**src/rtl/seg_display_scheduler.sv**
```systemverilog
// seg_display_scheduler: frame-synchronous round-robin sharing of a 4-digit seven-segment display.
// Define LEADING_ZERO_BLANK_EN to blank leading zero digits (digit 0 always lit).
module seg_display_scheduler #(
    parameter int REFRESH_DIV = 100000
) (
    input  logic        CLK,
    input  logic        RESET,
    input  logic        REQ_A_IN,
    input  logic [15:0] VALUE_A_IN,
    input  logic [3:0]  DOT_A_IN,
    input  logic        REQ_B_IN,
    input  logic [15:0] VALUE_B_IN,
    input  logic [3:0]  DOT_B_IN,
    output logic        GNT_A_OUT,
    output logic        GNT_B_OUT,
    output logic [1:0]  SEG_SELECT_OUT,
    output logic [3:0]  BIN_OUT,
    output logic        DOT_OUT,
    output logic        BLANK_OUT,
    output logic        FRAME_OUT
);
    localparam int CW = $clog2(REFRESH_DIV);

    logic [CW-1:0] cnt_q, cnt_d;
    logic [1:0]    idx_q, idx_d, sel_q, sel_d;
    logic [15:0]   disp_q, disp_d;
    logic [3:0]    dots_q, dots_d, bin_q, bin_d;
    logic          last_b_q, last_b_d, dot_q, dot_d, blank_q, blank_d;
    logic          tc, boundary, win_a, win_b;

    always_comb begin
        tc       = cnt_q == CW'(REFRESH_DIV - 1);
        boundary = RESET && tc && idx_q == 2'd3;
        win_a    = boundary && REQ_A_IN && (!REQ_B_IN || last_b_q);
        win_b    = boundary && REQ_B_IN && (!REQ_A_IN || !last_b_q);
        cnt_d    = tc ? '0 : cnt_q + CW'(1);
        idx_d    = tc ? idx_q + 2'd1 : idx_q;
        disp_d   = win_a ? VALUE_A_IN : win_b ? VALUE_B_IN : disp_q;
        dots_d   = win_a ? DOT_A_IN : win_b ? DOT_B_IN : dots_q;
        last_b_d = win_b || (last_b_q && !win_a);
        // Output registers load from next-state so they track the digit that is about to show.
`ifdef LEADING_ZERO_BLANK_EN
        blank_d  = idx_d != 2'd0 && (disp_d >> {idx_d, 2'b00}) == 16'd0;
`else
        blank_d  = 1'b0;
`endif
        sel_d    = idx_d;
        bin_d    = disp_d[{idx_d, 2'b00} +: 4];
        dot_d    = dots_d[idx_d] && !blank_d;
    end

    always_ff @(posedge CLK) begin
        if (!RESET) begin
            cnt_q    <= '0;
            idx_q    <= 2'd0;
            disp_q   <= 16'h0000;
            dots_q   <= 4'h0;
            last_b_q <= 1'b1;
            sel_q    <= 2'd0;
            bin_q    <= 4'h0;
            dot_q    <= 1'b0;
            blank_q  <= 1'b0;
        end else begin
            cnt_q    <= cnt_d;
            idx_q    <= idx_d;
            disp_q   <= disp_d;
            dots_q   <= dots_d;
            last_b_q <= last_b_d;
            sel_q    <= sel_d;
            bin_q    <= bin_d;
            dot_q    <= dot_d;
            blank_q  <= blank_d;
        end
    end

    assign GNT_A_OUT      = win_a;
    assign GNT_B_OUT      = win_b;
    assign FRAME_OUT      = boundary;
    assign SEG_SELECT_OUT = sel_q;
    assign BIN_OUT        = bin_q;
    assign DOT_OUT        = dot_q;
    assign BLANK_OUT      = blank_q;
endmodule

```
**config.mk**
```make
export PLATFORM = sky130hd
export DESIGN_NAME = seg_display_scheduler
export DESIGN_NICKNAME = d
export VERILOG_FILES = /design/src/rtl/seg_display_scheduler.sv
export SDC_FILE = /design/constraint.sdc
export NUM_CORES = 1
export LEC_CHECK = 0
export ABC_AREA = 0
export CORE_MARGIN = 4
export CORE_UTILIZATION = 29
export CTS_BUF_LIST = sky130_fd_sc_hd__clkbuf_16
export CTS_CLUSTER_DIAMETER = 80
export CTS_CLUSTER_SIZE = 40
export DETAILED_ROUTE_END_ITERATION = 8
export PLACE_DENSITY = 0.48
export SLEW_MARGIN = 20
export SYNTH_ARGS = -nofsm -noshare
export SYNTH_HDL_FRONTEND = slang
export SYNTH_SLANG_ARGS = --single-unit
```
**constraint.sdc**
```tcl
create_clock -name CLK -period 3.3 [get_ports CLK]
set_clock_uncertainty 0.15 [all_clocks]
set_input_delay 0.33 -clock CLK [delete_from_list [all_inputs] [get_ports CLK]]
set_output_delay 0.33 -clock CLK [all_outputs]
set_load 0.01 [all_outputs]
```
**After elaboration in Yosys (flattened, before gate mapping)**

Index checks and enable logic that the tools add are counted.
Widths: inputs -> output; s select.

- Flip-flop bits (word level): 45
- Input bits: 44
- Output and inout port bits: 11
- Word-level logic and storage cells: 36

- Add/subtract/negate cells: 2
- Order comparisons: 1
- Equal/unequal tests: 2
- Shifts and indexed selects: 1
- Mux-type cells: 7
- Bitwise operators: 1
- Reduce and logical (&&, ||, !) cells: 15

Operators by type and width:

| kind | count |
|---|---|
| $mux 16 | 2 |
| $add 17x1->17 const B | 1 |
| $eq 17x17->1 const B | 1 |
| $shiftx 16x5->4 | 1 |
| $mux 4 | 2 |
| $logic_and 1x1->1 | 7 |
| $logic_not 1->1 | 4 |
| $logic_or 1x1->1 | 3 |
| $lt 2x3->1 const B | 1 |
| $add 2x1->2 const B | 1 |
| $bmux 1 s2 | 1 |
| $eq 2x2->1 const B | 1 |
| $mux 2 | 1 |
| $reduce_or 2->1 | 1 |
| $mux 1 | 1 |
| $not 1->1 | 1 |

**Depth between registers and ports, before layout**

Gate-level depths: netlist of the first run.

- Depth in word-level cells: 9
- Depth in mapped cells: 10
- Mapped depth without buffers: 8

**Worst setup path after synthesis of the first run**

Ideal clock, no wire load.

- Kind: flip-flop to flip-flop
- From: register cnt_q[5]
- To: register bin_q[1] (netlist: BIN_OUT[1])
- Arrival time: 2.424 ns
- Data required time: 3.017 ns
- Setup slack: 0.594 ns
- Stages on the path, launching flop included: 8
- Buffers on the path: 0
- Period minus slack after synthesis: 2.706 ns
- Path through: dfxtp_1 -> or4_1 -> or4_1 -> nor4_2 -> mux2_2 -> mux2i_1 -> a21o_1 -> a31oi_1

- Cells in the longest elaborated chain, start to end: 8

RTL lines:

| element | line | source |
|---|---|---|
| start, declared | 24 | `logic [CW-1:0] cnt_q, cnt_d;` |
| start signal, assigned | 64 | `cnt_q <= cnt_d;` |
| $eq 17x17->1 (*) | 32 | `tc = cnt_q == CW'(REFRESH_DIV - 1);` |
| $logic_and 1x1->1 (2 in a row) | 33 | `boundary = RESET && tc && idx_q == 2'd3;` |
| $logic_and 1x1->1 (2 in a row) | 35 | `win_b = boundary && REQ_B_IN && (!REQ_A_IN \|\| !last_b_q);` |
| $mux 16 (2 in a row) | 38 | `disp_d = win_a ? VALUE_A_IN : win_b ? VALUE_B_IN : disp_q;` |
| $shiftx 16x5->4 (*) | 48 | `bin_d = disp_d[{idx_d, 2'b00} +: 4];` |
| end signal, assigned | 70 | `bin_q <= bin_d;` |
| end, declared | 27 | `logic [3:0] dots_q, dots_d, bin_q, bin_d;` |

Every way passes the cells marked *; elsewhere a longest branch is shown, timed or not.
A chain may end at the register's enable or synchronous reset.

**Final worst setup path of the first run**

- From: register cnt_q[5]
- To: output GNT_A_OUT

- Cells in the longest elaborated chain, start to end: 5

RTL lines:

| element | line | source |
|---|---|---|
| $eq 17x17->1 | 32 |  |
| $logic_and 1x1->1 (2 in a row) | 33 |  |
| $logic_and 1x1->1 (2 in a row) | 34 | `win_a = boundary && REQ_A_IN && (!REQ_B_IN \|\| last_b_q);` |
| end, declared | 14 | `output logic GNT_A_OUT,` |

Every way passes these cells.

==> flow_summary.json, run 1 <==
{
  "outcome": "finished, final reports clean",
  "globalplace.congestion": 0.782,
  "p_total_mw": 1.18,
  "core_mm2": 0.00733,
  "track_usage_pct": 13.5,
  "p_int_mw": 0.948,
  "wl_um": 5950,
  "hpwl_um": 4520,
  "ys_seq_elements": 45,
  "cts_tree": "yes",
  "layout-drive-gt1-share_pct": 6.69,
  "synth-edff-count": 0,
  "layout_setup_ws_ps": 238,
  "root_buffer": "clkbuf_16",
  "p_comb_share_pct": 6.6,
  "power.density_mw_per_mm2": 392,
  "switching_share_pct": 19.4,
  "crit_fanout": 4,
  "fp-row-count": 31,
  "synth_cell_type_count": 42,
  "yosys_warnings": 0,
  "syn_area_mm2": 0.00222,
  "cp-start-kind": "flop",
  "clkSinkCount": 45,
  "crit_type": "flop to output pin",
  "cts.repair.resized": 0,
  "num-nets-final": 359,
  "overflow": 0,
  "first_global_vias": 1904,
  "cap_viol_max_count": 0,
  "rsz0062_at_grt": "no",
  "syn_to_final_growth_pct": 35.6,
  "ctsHoldBuffers": 0,
  "synth_fp_nets": 308,
  "cts_buffer_depth": 2,
  "endpoint_kind": "output pin",
  "vias_per_cell": 4.96,
  "ys.flop_type": "dfxtp_1",
  "design_area_mm2": 0.00300,
  "worstHoldPathType": "flop to flop",
  "fin_crit_ps": 3060,
  "grt_pass1_wl_um": 9460,
  "cp_slowest_cell": "clkdlybuf4s50_1",
  "fill_cells": 748,
  "htree_levels": 2,
  "fmax_ghz": 0.327,
  "ir_drop_mv": 0.312,
  "worstPathCellList": "or4_1 -> or4_4 -> nor4_1 -> clkdlybuf4s50_1",
  "switchingPower_mw": 0.228,
  "die-area_mm2": 0.00910,
  "wire_per_inst_um": 14.4,
  "placed_area_mm2": 0.00284,
  "final_common_cell": "clkdlybuf4s50_1",
  "die_x_um": 95.4,
  "slowest_delay_ps": 590,
  "cts_made_buffers": 5,
  "start_util_pct": 30.2,
  "hold_violations": 0,
  "grt_start_max_net_pins": 21,
  "firstDrtPassIters": 4,
  "p_clk_share_pct": 46.8,
  "post-route-drc-count": 0,
  "period_share_pct": 92.8,
  "ant_nets": 0,
  "power_frac_seq_pct": 46.6,
  "avgSynthCellArea_um2": 8.46,
  "io_buffer_count": 53,
  "tightest_slew_ps": 672,
  "p_leak_nw": 1.11,
  "die_h_um": 95.4,
  "cts.clk_slew.worst_paths_ps": 60,
  "pre_cts_ws_ps": 272,
  "clk_latency_ps": 280,
  "setup-violations-final": 0,
  "antenna_found_initial": 0,
  "setup_tns_ps": 0,
  "yosysSeqAreaShare_pct": 40.7,
  "antenna_cells": 0,
  "post_cts_buffers": 0,
  "required_ps": 2820,
  "dr.first_iter.drc_count": 54,
  "maxSlewViolCount": 0,
  "final_cell_mix": "clkdlybuf4s50_1, dfxtp_1, nand2_1, nor2_1, a21oi_1",
  "slew_headroom_pct": 55.1,
  "io-pin-count": 55,
  "dr_total_vias": 2047,
  "synthCells": 262,
  "cp.arrival_ps": 2580,
  "utilization_pct": 41.0,
  "async_flop_share_pct": 0
}
[path summary, 6_finish.rpt]
check | from | to | slack [ps] | cells past startpoint
setup / recovery | cnt_q[5] | GNT_A_OUT | 240 | 4
hold / removal | cnt_q[0] | cnt_q[0] | 300 | 1
setup reg to reg | cnt_q[5] | BIN_OUT[1] | 300 | 6
hold reg to reg | cnt_q[0] | cnt_q[0] | 300 | 1
[power by group through the flow]
stage	Clock, mW	Combinational [mW]	Sequential (mW)
detailed placement	0	0.0776	0.561
global placement	0	0.0791	0.561
finish	0.551	0.0771	0.549
floorplan	0	0.0172	0.560
CTS	0.561	0.0787	0.549
global route	0.584	0.0839	0.549
[routing by layer]
metal / routed length [um] / up-vias / global-route usage (%)
met3: 300 / 11 / 3.39
met4: 138 / 0 / 5.45
li1: - / 1034 / -
met2: 2900 / 40 / 22.0
met5: 0 / - / 0
met1: 2610 / 962 / 17.0
[synth_stat cells, drive strengths merged, types with 2 or more instances]
cell / count / area, um^2
a211oi: 4 / 30.0
a21oi: 24 / 120
a22oi: 14 / 110
and2: 3 / 21.3
and3: 3 / 18.8
buf: 5 / 42.5
clkbuf: 10 / 37.5
dfxtp: 45 / 901
ha: 2 / 25.0
inv: 6 / 22.5
mux2i: 17 / 170
nand2: 34 / 128
nand3: 6 / 30.0
nand4: 3 / 18.8
nor2: 29 / 109
nor3: 4 / 20.0
nor4: 4 / 37.5
o21ai: 7 / 35.0
o22ai: 2 / 12.5
o2bb2ai: 2 / 17.5
or2: 2 / 12.5
or3: 5 / 31.3
or4: 7 / 56.3
xnor2: 6 / 52.6
xor2: 8 / 70.1
[final cells by class]
type / instances / area, um^2 / share of cell area, %
clock inverters: 3 / 37.5 / 1.25
flip-flops and latches: 45 / 901 / 30.0
repair buffers: 59 / 576 / 19.2
inverters: 6 / 22.5 / 0.750
well taps: 99 / 124 / 4.12
clock buffers: 5 / 125 / 4.16
multi-input cells: 196 / 1220 / 40.6
[state kept, by name (all words and copies together) (netlist names)]
name,count
BIN_OUT,4
DOT_OUT,1
SEG_SELECT_OUT,2
cnt_q,17
disp_q,16
dots_q,4
last_b_q,1
[critical path, delay by kind of cell (launching register included)]
kind | cells | cell delay (ps)
simple gates | 3 | 1370
flops | 1 | 340
buf+inv | 1 | 590
[cell families after synthesis]
logic type / count (synthesis) / share of synthesized area, %
AND/OR/NAND/NOR: 102 / 22.8
AO/OA/AOI/OAI: 59 / 16.9
adder cells (fa/ha/maj): 2 / 1.13
multiplexers: 18 / 8.19
flip-flops: 45 / 40.7
XOR/XNOR: 14 / 5.53
other: 1 / 0.169
buffers and inverters: 21 / 4.63
[stage by stage]
| step | hold WS [ps] | std cells |
|---|---|---|
| after floorplan | 268 | 262 |
| after global placement | 282 | 405 |
| after detailed placement | 298 | 405 |
| after CTS | 312 | 413 |
| after global routing | 338 | 413 |
| final | 303 | 413 |
Note: power is estimated with default switching activity, not from simulation.
==> run 2, diff against run 1 <==
--- a/config.mk
+++ b/config.mk
@@ -6,7 +6,7 @@
 export NUM_CORES = 1
 export LEC_CHECK = 0
 export ABC_AREA = 0
-export CORE_MARGIN = 4
+export CAP_MARGIN = 25
 export CORE_UTILIZATION = 29
 export CTS_BUF_LIST = sky130_fd_sc_hd__clkbuf_16
 export CTS_CLUSTER_DIAMETER = 80
==> flow_summary.json, run 2 (synthesis gave the netlist of run 1 again) <==
{
  "die_x_um": 89.4,
  "final_common_cell": "clkdlybuf4s50_1",
  "cap_viol_max_count": 0,
  "power.density_mw_per_mm2": 400,
  "overflow": 0,
  "die_h_um": 89.4,
  "antenna_cells": 0,
  "fmax_ghz": 0.327,
  "post_cts_buffers": 0,
  "reg_top3": "cnt_q (17), disp_q (16)",
  "root_buffer": "clkbuf_16",
  "globalplace.congestion": 0.756,
  "firstDrtPassIters": 4,
  "cts_tree": "yes",
  "cts.repair.resized": 0,
  "first_global_vias": 1914,
  "slew_headroom_pct": 54.1,
  "cts_made_buffers": 5,
  "dpl.cell_count": 404,
  "dr_total_vias": 2005,
  "tightest_slew_ps": 688,
  "top_register": "cnt_q",
  "final_cell_mix": "clkdlybuf4s50_1, dfxtp_1, nand2_1, nor2_1, a21oi_1",
  "ctsHoldBuffers": 0,
  "antenna_found_initial": 0,
  "clkSinkCount": 45,
  "layout-drive-gt1-share_pct": 7.03,
  "fin_crit_ps": 3060,
  "hold_violations": 0,
  "htree_levels": 2,
  "worstHoldPathType": "flop to flop",
  "reg2reg_slack_ps": 330,
  "largest_reg_flops": 17,
  "post-route-drc-count": 0,
  "crit_type": "flop to output pin",
  "wl_um": 5920,
  "grt_pass1_wl_um": 9340,
  "cts.clk_slew.worst_paths_ps": 60,
  "cp-start-kind": "flop",
  "p_leak_nw": 1.11,
  "rsz0062_at_grt": "no",
  "die-area_mm2": 0.00799,
  "cts_buffer_depth": 2,
  "vias_per_cell": 4.87,
  "setup-violations-final": 0,
  "period_share_pct": 92.7,
  "layout_setup_ws_ps": 241,
  "required_ps": 2820,
  "num-nets-final": 358,
  "p_total_mw": 1.20,
  "io-pin-count": 55,
  "hpwl_um": 4360,
  "setup_tns_ps": 0,
  "syn_to_final_growth_pct": 35.6,
  "crit_fanout": 4,
  "grt_start_max_net_pins": 21,
  "endpoint_kind": "output pin",
  "dr.first_iter.drc_count": 47,
  "maxSlewViolCount": 0,
  "pre_cts_ws_ps": 353,
  "io_buffer_count": 53,
  "ant_nets": 0,
  "wire_per_inst_um": 14.4,
  "start_util_pct": 30.2,
  "ir_drop_mv": 0.191,
  "core_mm2": 0.00733,
  "fill_cells": 748,
  "cp.arrival_ps": 2580,
  "clk_latency_ps": 290,
  "timing.hold.ws_ps": 302,
  "track_usage_pct": 15.6,
  "fp-row-count": 31,
  "final_cell_count_no_fill": 412,
  "outcome": "finished, final reports clean"
}
==> run 2: critical path: stages, from the launching register on <==
cell and delay, ps:
dfxtp_1 330, or4_1 540, or4_4 520, nor4_1 310, clkdlybuf4s50_1 590
==> run 2: metal layers <==
layer	part of all wire, %	GRT usage [%]	vias up	wire, um
met1	46	19.9	939	2750
met4	1.0	4.76	0	61
met3	3.7	3.23	4	222
met2	49	26.4	37	2890
met5	0	0	-	0
li1	-	-	1025	-
==> run 2: final timing paths <==
| path | startpoint | to | cells past startpoint |
|---|---|---|---|
| setup reg to reg | cnt_q[5] | BIN_OUT[1] | 6 |
| hold reg to reg | cnt_q[0] | cnt_q[0] | 1 |
| hold / removal | cnt_q[0] | cnt_q[0] | 1 |
| setup / recovery | cnt_q[5] | GNT_A_OUT | 4 |
==> run 2: area by class of cell <==
class / instances / area [um^2] / area share [%]
repair buffers: 58 / 568 / 18.9
clock buffers: 5 / 125 / 4.16
inverters: 6 / 22.5 / 0.749
flip-flops and latches: 45 / 901 / 30.0
well taps: 99 / 124 / 4.12
clock inverters: 3 / 46.3 / 1.54
multi-input cells: 196 / 1220 / 40.5
==> run 2: metrics by stage <==
stage	utilization (%)	cell area, um^2
after floorplan	-	2220
after global placement	38.7	2830
after detailed placement	38.7	2830
after CTS	41.0	3010
after global routing	41.0	3010
final	41.0	3010
==> run 2: power by group <==
group          switching (mW)  internal [mW]
Clock                   0.216          0.358
Sequential            0.00277          0.546
Combinational          0.0275         0.0508
Total                   0.246          0.955
==> run 3, diff against run 2 <==
==> constraint.sdc (replaced) <==
create_clock -name CLK -period 3.4 [get_ports CLK]
set_clock_uncertainty 0.15 [all_clocks]
set_input_delay 0.34 -clock CLK [delete_from_list [all_inputs] [get_ports CLK]]
set_output_delay 0.34 -clock CLK [all_outputs]
set_load 0.01 [all_outputs]
==> flow_summary.json, run 3 (synthesis gave the netlist of run 1 again) <==
{
  "antenna_cells": 0,
  "root_buffer": "clkbuf_16",
  "htree_levels": 2,
  "final_common_cell": "clkdlybuf4s50_1",
  "reg_top3": "cnt_q (17), disp_q (16)",
  "wire_per_inst_um": 14.0,
  "cp_top_family": "simple AND/OR/NAND/NOR gates",
  "io_buffer_count": 53,
  "cp_slowest_cell": "clkdlybuf4s50_1",
  "cts.repair.resized": 0,
  "tightest_slew_ps": 692,
  "regToRegEndpoint": "BIN_OUT[1]",
  "die-area_mm2": 0.00799,
  "worstPathCellList": "or4_1 -> or4_4 -> nor4_1 -> clkdlybuf4s50_1",
  "die_h_um": 89.4,
  "ant_nets": 0,
  "ir_drop_mv": 0.246,
  "hold_violations": 0,
  "overflow": 0,
  "cap_viol_max_count": 0,
  "reg2reg_from": "cnt_q[5]",
  "holdPathStages": 1,
  "post-route-drc-count": 0,
  "fin_crit_ps": 3090,
  "ctsHoldBuffers": 0,
  "reg2reg_slack_ps": 410,
  "dr_total_vias": 1997,
  "cts_buffer_depth": 2,
  "track_usage_pct": 14.8,
  "power.density_mw_per_mm2": 390,
  "syn_to_final_growth_pct": 35.3,
  "fp-row-count": 31,
  "io-pin-count": 55,
  "reg2reg_depth": 6,
  "slowest_delay_ps": 600,
  "p_total_mw": 1.17,
  "timing.hold.ws_ps": 303,
  "grt_pass1_wl_um": 8930,
  "clk_latency_ps": 290,
  "layout-drive-gt1-share_pct": 6.73,
  "setup-violations-final": 0,
  "required_ps": 2910,
  "fmax_ghz": 0.324,
  "num-nets-final": 357,
  "dr.first_iter.drc_count": 64,
  "vias_per_cell": 4.86,
  "cts_made_buffers": 5,
  "top_register": "cnt_q",
  "endpoint_kind": "output pin",
  "cp-start-kind": "flop",
  "maxSlewViolCount": 0,
  "cts_tree": "yes",
  "fill_cells": 731,
  "rsz0062_at_grt": "no",
  "crit_fanout": 4,
  "critPathCapture": "GNT_A_OUT",
  "firstDrtPassIters": 4,
  "outcome": "finished, final reports clean",
  "clkSinkCount": 45,
  "setup_tns_ps": 0,
  "cp_num_buf_inv": 1,
  "p_leak_nw": 1.10,
  "worstHoldPathType": "flop to flop",
  "antenna_found_initial": 0,
  "core_mm2": 0.00733,
  "final_cell_mix": "clkdlybuf4s50_1, dfxtp_1, nand2_1, nor2_1, a21oi_1",
  "period_share_pct": 90.8,
  "largest_reg_flops": 17,
  "cts.clk_slew.worst_paths_ps": 60,
  "die_x_um": 89.4,
  "globalplace.congestion": 0.748,
  "post_cts_buffers": 0,
  "critPathLaunch": "cnt_q[5]",
  "start_util_pct": 30.2,
  "grt_start_max_net_pins": 21,
  "crit_type": "flop to output pin",
  "hpwl_um": 4270,
  "wl_um": 5760,
  "first_global_vias": 1868,
  "cp.arrival_ps": 2600,
  "slew_headroom_pct": 53.8,
  "crit_cells": 4
}
## run 3: cell count changes in the layout (fill, tap and decap cells not counted), sizes merged
| cell | previous run | this run |
|---|---|---|
| buf | 5 | 4 |
## run 3: per-layer routing
layer,vias up,track usage [%],wire (um)
met1,925,18.7,2730
met2,43,25.4,2700
met5,-,0,0
met3,4,3.60,293
met4,0,3.90,34
li1,1025,-,-
## run 3: worst reg2reg max path: stages, from the launching register on
cell and delay (ps):
dfxtp_1 340, or4_1 550, or4_1 570, or4_1 720, mux2i_1 310, a21o_1 150
a31oi_1 70
## run 3: cell type report
cell class / instances / area, um^2 / share of cell area [%]
clock buffers: 5 / 125 / 4.17
clock inverters: 3 / 46.3 / 1.54
inverters: 6 / 22.5 / 0.751
multi-input cells: 196 / 1220 / 40.7
flip-flops and latches: 45 / 901 / 30.1
well taps: 99 / 124 / 4.13
repair buffers: 57 / 561 / 18.7
## run 3: how the worst min path moves through the flow
stage               startpoint       end  slack, ps
floorplan             cnt_q[0]  cnt_q[0]        270
global route          cnt_q[0]  cnt_q[0]        310
finish                cnt_q[0]  cnt_q[0]        300
detailed placement    cnt_q[0]  cnt_q[0]        290
global placement      cnt_q[0]  cnt_q[0]        290
CTS                   cnt_q[0]  cnt_q[0]        300
## run 3: metrics by stage
stage / setup slack (ps) / instance area (um^2) / std cells / util [%]
after floorplan: 694 / 2220 / 262 / -
after global placement: 392 / 2830 / 403 / 38.6
after detailed placement: 406 / 2830 / 403 / 38.6
after CTS: 286 / 3000 / 411 / 40.9
after global routing: 216 / 3000 / 411 / 40.9
final: 312 / 3000 / 411 / 40.9
## run 3: power breakdown
group / switching [mW] / leakage, nW / internal, mW
registers: 0.00247 / 0.363 / 0.530
logic: 0.0260 / 0.661 / 0.0492
clock network: 0.215 / 0.0800 / 0.348
